**config.mk**
```make
export PLATFORM = sky130hd
export DESIGN_NAME = fpu_unpack_stage_flat
export DESIGN_NICKNAME = d
export VERILOG_FILES = /design/src/rtl/fpu_unpack_stage_if.sv /design/src/rtl/fpu_unpack_stage.sv /design/src/flat_wrapper.sv
export SDC_FILE = /design/constraint.sdc
export NUM_CORES = 1
export LEC_CHECK = 0
export BUFFER_PORTS_ARGS = -buffer_cell sky130_fd_sc_hd__buf_2
export CAP_MARGIN = 20
export CORE_AREA = 2 2 100 102
export DETAILED_ROUTE_END_ITERATION = 10
export DIE_AREA = 0 0 102 104
export REMOVE_ABC_BUFFERS = 1
export SYNTH_ARGS = -nofsm -noshare
export SYNTH_HDL_FRONTEND = slang
export SYNTH_SLANG_ARGS = --single-unit
```
**constraint.sdc**
```tcl
create_clock -name clk -period 3.2 [get_ports clk]
set_clock_uncertainty 0.1 [all_clocks]
set_input_delay 0.32 -clock clk [delete_from_list [all_inputs] [get_ports clk]]
set_output_delay 0.32 -clock clk [all_outputs]
set_load 0.03 [all_outputs]
```
**src/rtl/fpu_unpack_stage_if.sv**
```systemverilog
// Handshake and payload bundle for the FPU unpack stage: raw operand in, unpacked operand out.
interface fpu_unpack_stage_if #(
  parameter int unsigned TAG_W = 4
);
  logic             in_valid;
  logic             in_ready;
  logic [31:0]      in_data;
  logic [TAG_W-1:0] in_tag;
  logic             out_valid;
  logic             out_ready;
  logic [31:0]      out_num;
  logic [23:0]      out_sig;
  logic [9:0]       out_exp;
  logic [5:0]       out_class;
  logic [TAG_W-1:0] out_tag;
  logic             clr_flags;
  logic [3:0]       flags;

  modport master (
    output in_valid, in_data, in_tag, out_ready, clr_flags,
    input  in_ready, out_valid, out_num, out_sig, out_exp, out_class, out_tag, flags
  );

  modport slave (
    input  in_valid, in_data, in_tag, out_ready, clr_flags,
    output in_ready, out_valid, out_num, out_sig, out_exp, out_class, out_tag, flags
  );
endinterface

```
**src/rtl/fpu_unpack_stage.sv**
```systemverilog
// Two-stage elastic front end of the FPU: registers raw IEEE-754 singles, classifies them
// and widens significand/exponent, with sticky exception-class flags.
module fpu_unpack_stage #(
  parameter int unsigned TAG_W = 4
) (
  input logic            clk,
  input logic            rst,
  fpu_unpack_stage_if.slave bus
);
  localparam int unsigned DATA_W = 32;
  localparam int unsigned SIG_W  = 24;
  localparam int unsigned EXP_W  = 10;
  localparam int unsigned CLS_W  = 6;
  localparam int unsigned FLG_W  = 4;

  localparam logic [EXP_W-1:0] EXP_DENORM = EXP_W'(-126);
  localparam logic [EXP_W-1:0] EXP_SPECIAL = EXP_W'(128);
  localparam logic [EXP_W-1:0] EXP_BIAS   = EXP_W'(127);

  // One-hot class bits {snan, qnan, inf, norm, sub, zero}
  localparam int unsigned C_ZERO = 0;
  localparam int unsigned C_SUB  = 1;
  localparam int unsigned C_NORM = 2;
  localparam int unsigned C_INF  = 3;
  localparam int unsigned C_QNAN = 4;
  localparam int unsigned C_SNAN = 5;

  logic              s1_v;
  logic [DATA_W-1:0] s1_data;
  logic [TAG_W-1:0]  s1_tag;

  logic              s2_v;
  logic [DATA_W-1:0] s2_num;
  logic [SIG_W-1:0]  s2_sig;
  logic [EXP_W-1:0]  s2_exp;
  logic [CLS_W-1:0]  s2_class;
  logic [TAG_W-1:0]  s2_tag;
  logic [FLG_W-1:0]  flags_q;

  logic              s2_load_c;
  logic              s1_load_c;
  logic              out_hs_c;
  logic [CLS_W-1:0]  cls_c;
  logic [SIG_W-1:0]  sig_c;
  logic [EXP_W-1:0]  exp_c;
  logic [FLG_W-1:0]  flags_d_c;

  logic [7:0]  s1_bexp;
  logic [22:0] s1_frac;

  assign s1_bexp = s1_data[30:23];
  assign s1_frac = s1_data[22:0];

  // Elastic advance: downstream ready ripples combinationally back to in_ready
  assign s2_load_c = !s2_v || bus.out_ready;
  assign s1_load_c = !s1_v || s2_load_c;
  assign out_hs_c  = s2_v && bus.out_ready;

  always_comb begin
    cls_c = '0;
    sig_c = '0;
    exp_c = EXP_DENORM;
    if (s1_bexp == 8'd0) begin
      sig_c = {1'b0, s1_frac};
      if (s1_frac == 23'd0) cls_c[C_ZERO] = 1'b1;
      else                  cls_c[C_SUB]  = 1'b1;
    end else if (s1_bexp == 8'hFF) begin
      sig_c = {1'b1, s1_frac};
      exp_c = EXP_SPECIAL;
      if (s1_frac == 23'd0)  cls_c[C_INF]  = 1'b1;
      else if (s1_frac[22])  cls_c[C_QNAN] = 1'b1;
      else                   cls_c[C_SNAN] = 1'b1;
    end else begin
      sig_c = {1'b1, s1_frac};
      exp_c = EXP_W'(s1_bexp) - EXP_BIAS;
      cls_c[C_NORM] = 1'b1;
    end
  end

  // Set beats clear when both happen in the same cycle
  always_comb begin
    flags_d_c = bus.clr_flags ? '0 : flags_q;
    if (out_hs_c) begin
      flags_d_c = flags_d_c | {s2_class[C_SNAN], s2_class[C_QNAN], s2_class[C_INF], s2_class[C_SUB]};
    end
  end

  always_ff @(posedge clk) begin
    if (rst) begin
      s1_v    <= 1'b0;
      s1_data <= '0;
      s1_tag  <= '0;
    end else if (s1_load_c) begin
      s1_v <= bus.in_valid;
      if (bus.in_valid) begin
        s1_data <= bus.in_data;
        s1_tag  <= bus.in_tag;
      end
    end
  end

  always_ff @(posedge clk) begin
    if (rst) begin
      s2_v     <= 1'b0;
      s2_num   <= '0;
      s2_sig   <= '0;
      s2_exp   <= '0;
      s2_class <= '0;
      s2_tag   <= '0;
    end else if (s2_load_c) begin
      s2_v <= s1_v;
      if (s1_v) begin
        s2_num   <= s1_data;
        s2_sig   <= sig_c;
        s2_exp   <= exp_c;
        s2_class <= cls_c;
        s2_tag   <= s1_tag;
      end
    end
  end

  always_ff @(posedge clk) begin
    if (rst) flags_q <= '0;
    else     flags_q <= flags_d_c;
  end

  assign bus.in_ready  = s1_load_c;
  assign bus.out_valid = s2_v;
  assign bus.out_num   = s2_num;
  assign bus.out_sig   = s2_sig;
  assign bus.out_exp   = s2_exp;
  assign bus.out_class = s2_class;
  assign bus.out_tag   = s2_tag;
  assign bus.flags     = flags_q;
endmodule
```
**src/flat_wrapper.sv**
```systemverilog
// flat-port wrapper written by rule: the top's interface ports become plain ports
module fpu_unpack_stage_flat 
#(
  parameter int unsigned TAG_W = 4
)
  (clk, rst, bus_in_valid, bus_in_data, bus_in_tag, bus_out_ready, bus_clr_flags, bus_in_ready, bus_out_valid, bus_out_num, bus_out_sig, bus_out_exp, bus_out_class, bus_out_tag, bus_flags);
  fpu_unpack_stage_if #(.TAG_W(TAG_W)) bus_i ();
  input logic clk;
  input logic rst;
  input wire logic [$bits(bus_i.in_valid)-1:0] bus_in_valid;
  input wire logic [$bits(bus_i.in_data)-1:0] bus_in_data;
  input wire logic [$bits(bus_i.in_tag)-1:0] bus_in_tag;
  input wire logic [$bits(bus_i.out_ready)-1:0] bus_out_ready;
  input wire logic [$bits(bus_i.clr_flags)-1:0] bus_clr_flags;
  output wire logic [$bits(bus_i.in_ready)-1:0] bus_in_ready;
  output wire logic [$bits(bus_i.out_valid)-1:0] bus_out_valid;
  output wire logic [$bits(bus_i.out_num)-1:0] bus_out_num;
  output wire logic [$bits(bus_i.out_sig)-1:0] bus_out_sig;
  output wire logic [$bits(bus_i.out_exp)-1:0] bus_out_exp;
  output wire logic [$bits(bus_i.out_class)-1:0] bus_out_class;
  output wire logic [$bits(bus_i.out_tag)-1:0] bus_out_tag;
  output wire logic [$bits(bus_i.flags)-1:0] bus_flags;
  assign bus_i.in_valid = bus_in_valid;
  assign bus_i.in_data = bus_in_data;
  assign bus_i.in_tag = bus_in_tag;
  assign bus_i.out_ready = bus_out_ready;
  assign bus_i.clr_flags = bus_clr_flags;
  assign bus_in_ready = bus_i.in_ready;
  assign bus_out_valid = bus_i.out_valid;
  assign bus_out_num = bus_i.out_num;
  assign bus_out_sig = bus_i.out_sig;
  assign bus_out_exp = bus_i.out_exp;
  assign bus_out_class = bus_i.out_class;
  assign bus_out_tag = bus_i.out_tag;
  assign bus_flags = bus_i.flags;
  fpu_unpack_stage #(.TAG_W(TAG_W)) u_core (.clk(clk), .rst(rst), .bus(bus_i));
endmodule
```
==> results of run 1 <==
placed cells by master, fill, tap and decap left out, drive strengths merged, types with 2 or more instances in the layout:
cell	count
bufinv	4
o221a	2
ha	2
nor4	5
nor3	3
o31ai	5
a21oi	78
nor2b	2
o21ai	3
xnor2	3
nand2	153
buf	126
dfxtp	94
clkbuf	11
xor2	2
nand4	3
nor2	11
inv	6
nand3	12
a32oi	4
worst max path at each step:
stage	endpoint	slack, ns	depth (start not counted)
global route	u_core.s1_data[17]	1.0	5
finish	u_core.s1_data[14]	1.22	5
detailed placement	u_core.s1_data[16]	1.20	6
floorplan	u_core.bus.out_class[0]	0.94	4
CTS	u_core.s1_data[16]	1.20	5
global placement	u_core.s1_data[22]	1.26	6
sequential cells by signal, indices dropped and copies added, names as in the netlist:
signal,count
u_core.bus.out_sig,24
u_core.s1_data,32
u_core.bus.out_num,9
u_core.bus.flags,4
u_core.bus.out_exp,9
u_core.s1_v,1
u_core.bus.out_tag,4
u_core.bus.out_valid,1
u_core.bus.out_class,6
u_core.s1_tag,4
logic make-up after synthesis:
family,share of synthesized area [%]
AOI/OAI and AO/OA,15.5
xor gates and xnor gates,1.20
adders and majority gates,0.684
buffers and inverters,8.97
DFF,51.5
and+or+nand+nor,22.2
metal layers:
metal  GRT usage (%)  wire, µm
met4            6.10       115
met3            3.36       483
met2            26.9      4150
met5               0         0
met1            22.7      4270
area by class of cell:
class	count	area, µm²	area share [%]
multi-input cells	301	1460	33.0
clock buffers	11	131	2.97
flip-flops and latches	94	1880	42.6
well taps	133	166	3.76
clock inverters	4	120	2.72
inverters	6	22.5	0.509
repair buffers	126	641	14.5
power breakdown:
part / total (mW) / switching [mW] / internal [mW]
sequential: 1.25 / 0.0390 / 1.21
combinational: 0.257 / 0.174 / 0.0831
clock: 0.992 / 0.397 / 0.595
worst min-delay path, stage by stage:
cell and delay, ns:
buf_2 0.10, nand2_1 0.05, a21oi_1 0.05
metrics by stage:
| stage | area (µm²) | hold WS [ns] |
|---|---|---|
| 2_1_floorplan | 3350 | 0.289 |
| 3_3_place_gp | 4170 | 0.341 |
| 3_5_place_dp | 4170 | 0.346 |
| 4_1_cts | 4420 | 0.0874 |
| 5_1_grt | 4420 | 0.0866 |
| 6_report | 4420 | 0.0924 |
==> impl_metrics.json, run 1 <==
{
  "cp-startpoint": "u_core.s1_v",
  "gr-usage-all-layers_pct": 17.0,
  "r2r_start": "u_core.s1_v",
  "globalplace.congestion": 0.845,
  "syn_area_per_cell_um2": 8.04,
  "yosysTopAreaCellShare_pct": 51.5,
  "rows": 36,
  "cts_made_buffers": 9,
  "synth_edf_count": 0,
  "synth_seq_area_share_pct": 51.5,
  "wl_per_cell_um": 13.4,
  "crit_slowest_cell": "nand2_1",
  "drt_iter0_drc": 161,
  "drtAntennaViolNets": 0,
  "ios": 123,
  "firstDrtPassIters": 4,
  "syn-instance-count": 455,
  "p_leak_nw": 1.91,
  "final_nets": 581,
  "clk_pin_slew_ns": 0.09,
  "worstPathRequired_ns": 3.37,
  "ctsRootBufferMaster": "clkbuf_8",
  "startpoint_type": "flop",
  "portBuffers": 122,
  "yosys.area.top_type": "dfxtp_1",
  "end_kind": "flop",
  "p_per_area_nw_per_um2": 566,
  "fin_util_pct": 46.3,
  "whs_endpoint": "u_core.s1_data[19]",
  "dpl_worst_slack_ns": 1.20,
  "total_power_mw": 2.50,
  "worst_slew_pin_slew_ns": 0.997,
  "synth_ff_type": "dfxtp_1",
  "dpl.cell_count": 660,
  "vias": 3252,
  "syn2layout_area_growth_pct": 20.9,
  "netlist_top_cells_count": "nand2_1 (153), dfxtp_1 (94), a21oi_1 (77), buf_4 (24), clkbuf_1 (22)",
  "cap_violations": 0,
  "slew_viol_final": 0,
  "cts_hold_buf": 0,
  "relSlewSlack_pct": 33.4,
  "r2r_slack_ns": 1.22,
  "grt_antenna_before_repair": 0,
  "cp.arrival_ns": 2.15,
  "synth-seq-cells": 94,
  "synth.most_common_cell": "nand2_1",
  "path_delay_family": "simple AND/OR/NAND/NOR gates",
  "worstPathMaxFanout": 20,
  "die_area_um2": 10600,
  "fill_cells": 1027,
  "setup_viol": 0,
  "period_share_pct": 61.8,
  "critPathMostFrequentCell": "nand2_1",
  "grt_pass1_vias": 2940,
  "drive_gt1_share_pct": 27.7,
  "num_antenna_cells": 0,
  "cp.buffers_inverters": 1,
  "setup_tns_ns": 0,
  "irDropWorstVdd_mv": 0.187,
  "fp.dieH_um": 104,
  "synthTopCellsByArea": "dfxtp_1 (51%), nand2_1 (16%), a21oi_1 (11%)",
  "drc": 0,
  "crit_path_cell_trace": "nand3b_1, nand2_1, buf_4, nand2_1, a21oi_1",
  "layout_min_cycle_time_ns": 1.98,
  "start_util_pct": 38.3,
  "hold_viol": 0,
  "die_w_um": 102,
  "yosysWarnings": 0,
  "yosysUniqueCellTypes": 38,
  "worstHoldStart": "bus_in_data[19]",
  "viasPerCell": 4.82,
  "hold_path_class": "in -> reg",
  "grt_max_degree": 90,
  "cts_tree": "done",
  "max_freq_mhz": 506,
  "holdPathStages": 3,
  "cts_setup_buffers": 0,
  "cpPeakStageDelay_ns": 0.57,
  "overflow": 0,
  "cts_sinks": 94,
  "rsz0062_at_grt": "false",
  "setup_ws_ns": 1.22,
  "cts-resized-gates": 0,
  "clock_path_buffers": 2,
  "core_area_um2": 9550,
  "status": "finished clean",
  "clkLatencyLatePin_ns": 0.35,
  "cts-htree-levels": 3,
  "fin_cells": 675,
  "async_flop_share_pct": 0,
  "syn_area_um2": 3660,
  "rr_endpoint": "u_core.s1_data[14]",
  "hpwl_um": 6130,
  "routed_wirelength_um": 9020,
  "worst-setup-path-type": "reg -> reg",
  "grt_pass1_wl_um": 14200,
  "reg2regPathDepth": 5
}
No activity file was read; power rests on OpenSTA's default activity.
==> run 2, diff against run 1 <==
--- a/config.mk
+++ b/config.mk
@@ -5,11 +5,12 @@
 export SDC_FILE = /design/constraint.sdc
 export NUM_CORES = 1
 export LEC_CHECK = 0
+export ABC_AREA = 1
 export BUFFER_PORTS_ARGS = -buffer_cell sky130_fd_sc_hd__buf_2
 export CAP_MARGIN = 20
-export CORE_AREA = 2 2 100 102
+export CORE_AREA = 2 2 101 103
 export DETAILED_ROUTE_END_ITERATION = 10
-export DIE_AREA = 0 0 102 104
+export DIE_AREA = 0 0 103 105
 export REMOVE_ABC_BUFFERS = 1
 export SYNTH_ARGS = -nofsm -noshare
 export SYNTH_HDL_FRONTEND = slang
==> constraint.sdc (replaced) <==
create_clock -name clk -period 1.9 [get_ports clk]
set_clock_uncertainty 0.1 [all_clocks]
set_input_delay 0.19 -clock clk [delete_from_list [all_inputs] [get_ports clk]]
set_output_delay 0.19 -clock clk [all_outputs]
set_load 0.03 [all_outputs]
==> run 2 against run 1 <==
Design area is 8.5% higher. Flip-flop and latch count unchanged. Register-to-register slack got worse by 0.79 ns. Routed wire length shrank 0.27%. Global-route usage decreased by 0.099 points. Largest cell class unchanged. Largest power group unchanged.
==> impl_metrics.json, run 2 <==
{
  "layout_commonest_cell": "nand2_1",
  "worstPathMaxFanout": 6,
  "p_leak_nw": 2.15,
  "cts-htree-levels": 3,
  "cts-resized-gates": 0,
  "hpwl_um": 6040,
  "critPathMostFrequentCell": "nor2_4",
  "grt_max_degree": 49,
  "combPwrFrac_pct": 14.1,
  "netlist_top_cells_count": "nand2_1 (147), dfxtp_1 (94), a21oi_1 (70), nor2_1 (40), buf_4 (29)",
  "setup_ws_ns": 0.432,
  "wl_per_cell_um": 12.3,
  "async_flop_share_pct": 0,
  "grt_antenna_before_repair": 0,
  "yosysTopAreaCellShare_pct": 50.4,
  "final_nets": 639,
  "max_freq_mhz": 681,
  "cts_sinks": 94,
  "setup_viol": 0,
  "worstPathRequired_ns": 2.09,
  "worst-setup-path-type": "reg -> reg",
  "routed_wirelength_um": 9000,
  "regMostFlops": "u_core.s1_data",
  "p_per_area_nw_per_um2": 849,
  "status": "finished clean",
  "clock_path_buffers": 2,
  "fp.dieH_um": 105,
  "vias": 3388,
  "rows": 36,
  "power_switching_mw": 1.12,
  "drt_iter0_drc": 83,
  "fin_util_pct": 49.8,
  "syn_area_um2": 3740,
  "relSlewSlack_pct": 63.8,
  "setup_tns_ns": 0,
  "grt_pass1_vias": 3171,
  "end_kind": "flop",
  "synthTopCellsByArea": "dfxtp_1 (50%), nand2_1 (15%), a21oi_1 (9.4%)",
  "die_w_um": 103,
  "p_int_mw": 2.96,
  "drc": 0,
  "synth_seq_area_share_pct": 50.4,
  "cap_violations": 0,
  "period_share_pct": 77.2,
  "core_area_um2": 9640,
  "hold_viol": 0,
  "cts_tree": "done",
  "grt_pass1_wl_um": 14600,
  "slew_viol_final": 0,
  "irDropWorstVdd_mv": 0.386,
  "yosysWarnings": 0,
  "die_area_um2": 10800,
  "drive_gt1_share_pct": 27.0,
  "cp.arrival_ns": 1.66,
  "syn_area_per_cell_um2": 7.87,
  "synth-seq-cells": 94,
  "startpoint_type": "flop",
  "cpPeakStageDelay_ns": 0.36,
  "synth_ff_type": "dfxtp_1",
  "p_clk_share_pct": 33.9,
  "cts_hold_buf": 30,
  "crit_slowest_cell": "dfxtp_1",
  "mostFrequentLayoutCells": "nand2_1 (147), buf_2 (122), dfxtp_1 (94)",
  "largest_register_ffs": 32,
  "synth.most_common_cell": "nand2_1",
  "clkLatencyLatePin_ns": 0.36,
  "cts_made_buffers": 9,
  "viasPerCell": 4.62,
  "layout_min_cycle_time_ns": 1.47,
  "cts_setup_buffers": 0,
  "p_sw_share_pct": 27.5,
  "rsz0062_at_grt": "false",
  "clk_pin_slew_ns": 0.09,
  "ios": 123,
  "hold_path_class": "in -> reg",
  "portBuffers": 122,
  "firstDrtPassIters": 4,
  "drtAntennaViolNets": 0,
  "worst_slew_pin_slew_ns": 0.544,
  "globalplace.congestion": 0.858,
  "start_util_pct": 38.8,
  "gr-usage-all-layers_pct": 16.9,
  "dpl_worst_slack_ns": 0.439,
  "overflow": 0,
  "yosys.area.top_type": "dfxtp_1",
  "syn-instance-count": 475,
  "num_antenna_cells": 0,
  "crit_path_cell_trace": "ha_1, nand3_2, nor2_4, nand3_4, nor2_4, nand2_1, a21oi_2",
  "yosysUniqueCellTypes": 28,
  "ctsRootBufferMaster": "clkbuf_8",
  "pwr-share-seq_pct": 52.1,
  "syn2layout_area_growth_pct": 28.4,
  "synth_edf_count": 0
}
[run 2: logic make-up (layout without fill, tap and decap cells)]
kind of cell | count (synthesis) | count (layout) | synth area share (%)
AO/OA/AOI/OAI | 97 | 97 | 14.8
buffers and inverters | 69 | 195 | 10.3
XOR/XNOR | 1 | 1 | 0.234
adder cells (fa/ha/maj) | 2 | 2 | 0.669
flip-flops | 94 | 94 | 50.4
AND/OR/NAND/NOR | 212 | 212 | 23.6
[run 2: routing by layer]
layer / track usage [%] / part of all wire [%] / vias up
met1: 22.0 / 46 / 1533
li1: - / - / 1756
met3: 3.28 / 5.0 / 9
met2: 27.4 / 48 / 90
met5: 0 / 0 / -
met4: 6.20 / 1.2 / 0
[run 2: power by group through the flow]
stage | sequential (mW) | combinational [mW] | clock (mW)
floorplan | 2.27 | 0.203 | 0
global placement | 2.16 | 0.526 | 0
detailed placement | 2.17 | 0.529 | 0
CTS | 2.12 | 0.577 | 1.42
global route | 2.14 | 0.632 | 1.49
finish | 2.12 | 0.573 | 1.38
[run 2: final timing paths]
path	start	endpoint	slack, ns	depth (start not counted)
worst max-delay path	u_core.s1_data[24]	u_core.bus.out_class[4]	0.43	7
worst min-delay path	bus_in_data[26]	u_core.s1_data[26]	0.01	3
worst max register to register	u_core.s1_data[24]	u_core.bus.out_class[4]	0.43	7
worst min register to register	u_core.bus.out_class[0]	u_core.bus.out_class[0]	0.36	2
[run 2: layout make-up]
cell class	count	area, µm²
Clock inverter	4	55.1
Timing Repair Buffer	160	996
Inverter	19	73.8
Multi-Input combinational cell	312	1470
Sequential cell	94	1880
Fill cell	994	4840
Tap cell	133	166
Clock buffer	12	155
[run 2: worst max-delay path, delay by kind of cell (launching register included)]
family                   cells  cell delay (ns)
AND/OR/NAND/NOR              5             0.62
AO/OA/AOI/OAI                1             0.12
adder cells (fa/ha/maj)      1             0.20
flip-flops                   1             0.36
[run 2: stage by stage]
| step | total power, mW | instances | hold slack [ns] | area (µm²) |
|---|---|---|---|---|
| 3_5_place_dp | 2.70 | 688 | 0.345 | 4290 |
| 5_1_grt | 4.26 | 734 | 0.0191 | 4800 |
| 6_report | 4.08 | 734 | 0.00998 | 4800 |
| 3_3_place_gp | 2.69 | 688 | 0.343 | 4290 |
| 4_1_cts | 4.12 | 734 | 0.00143 | 4800 |
| 2_1_floorplan | 2.48 | 425 | 0.152 | 3430 |
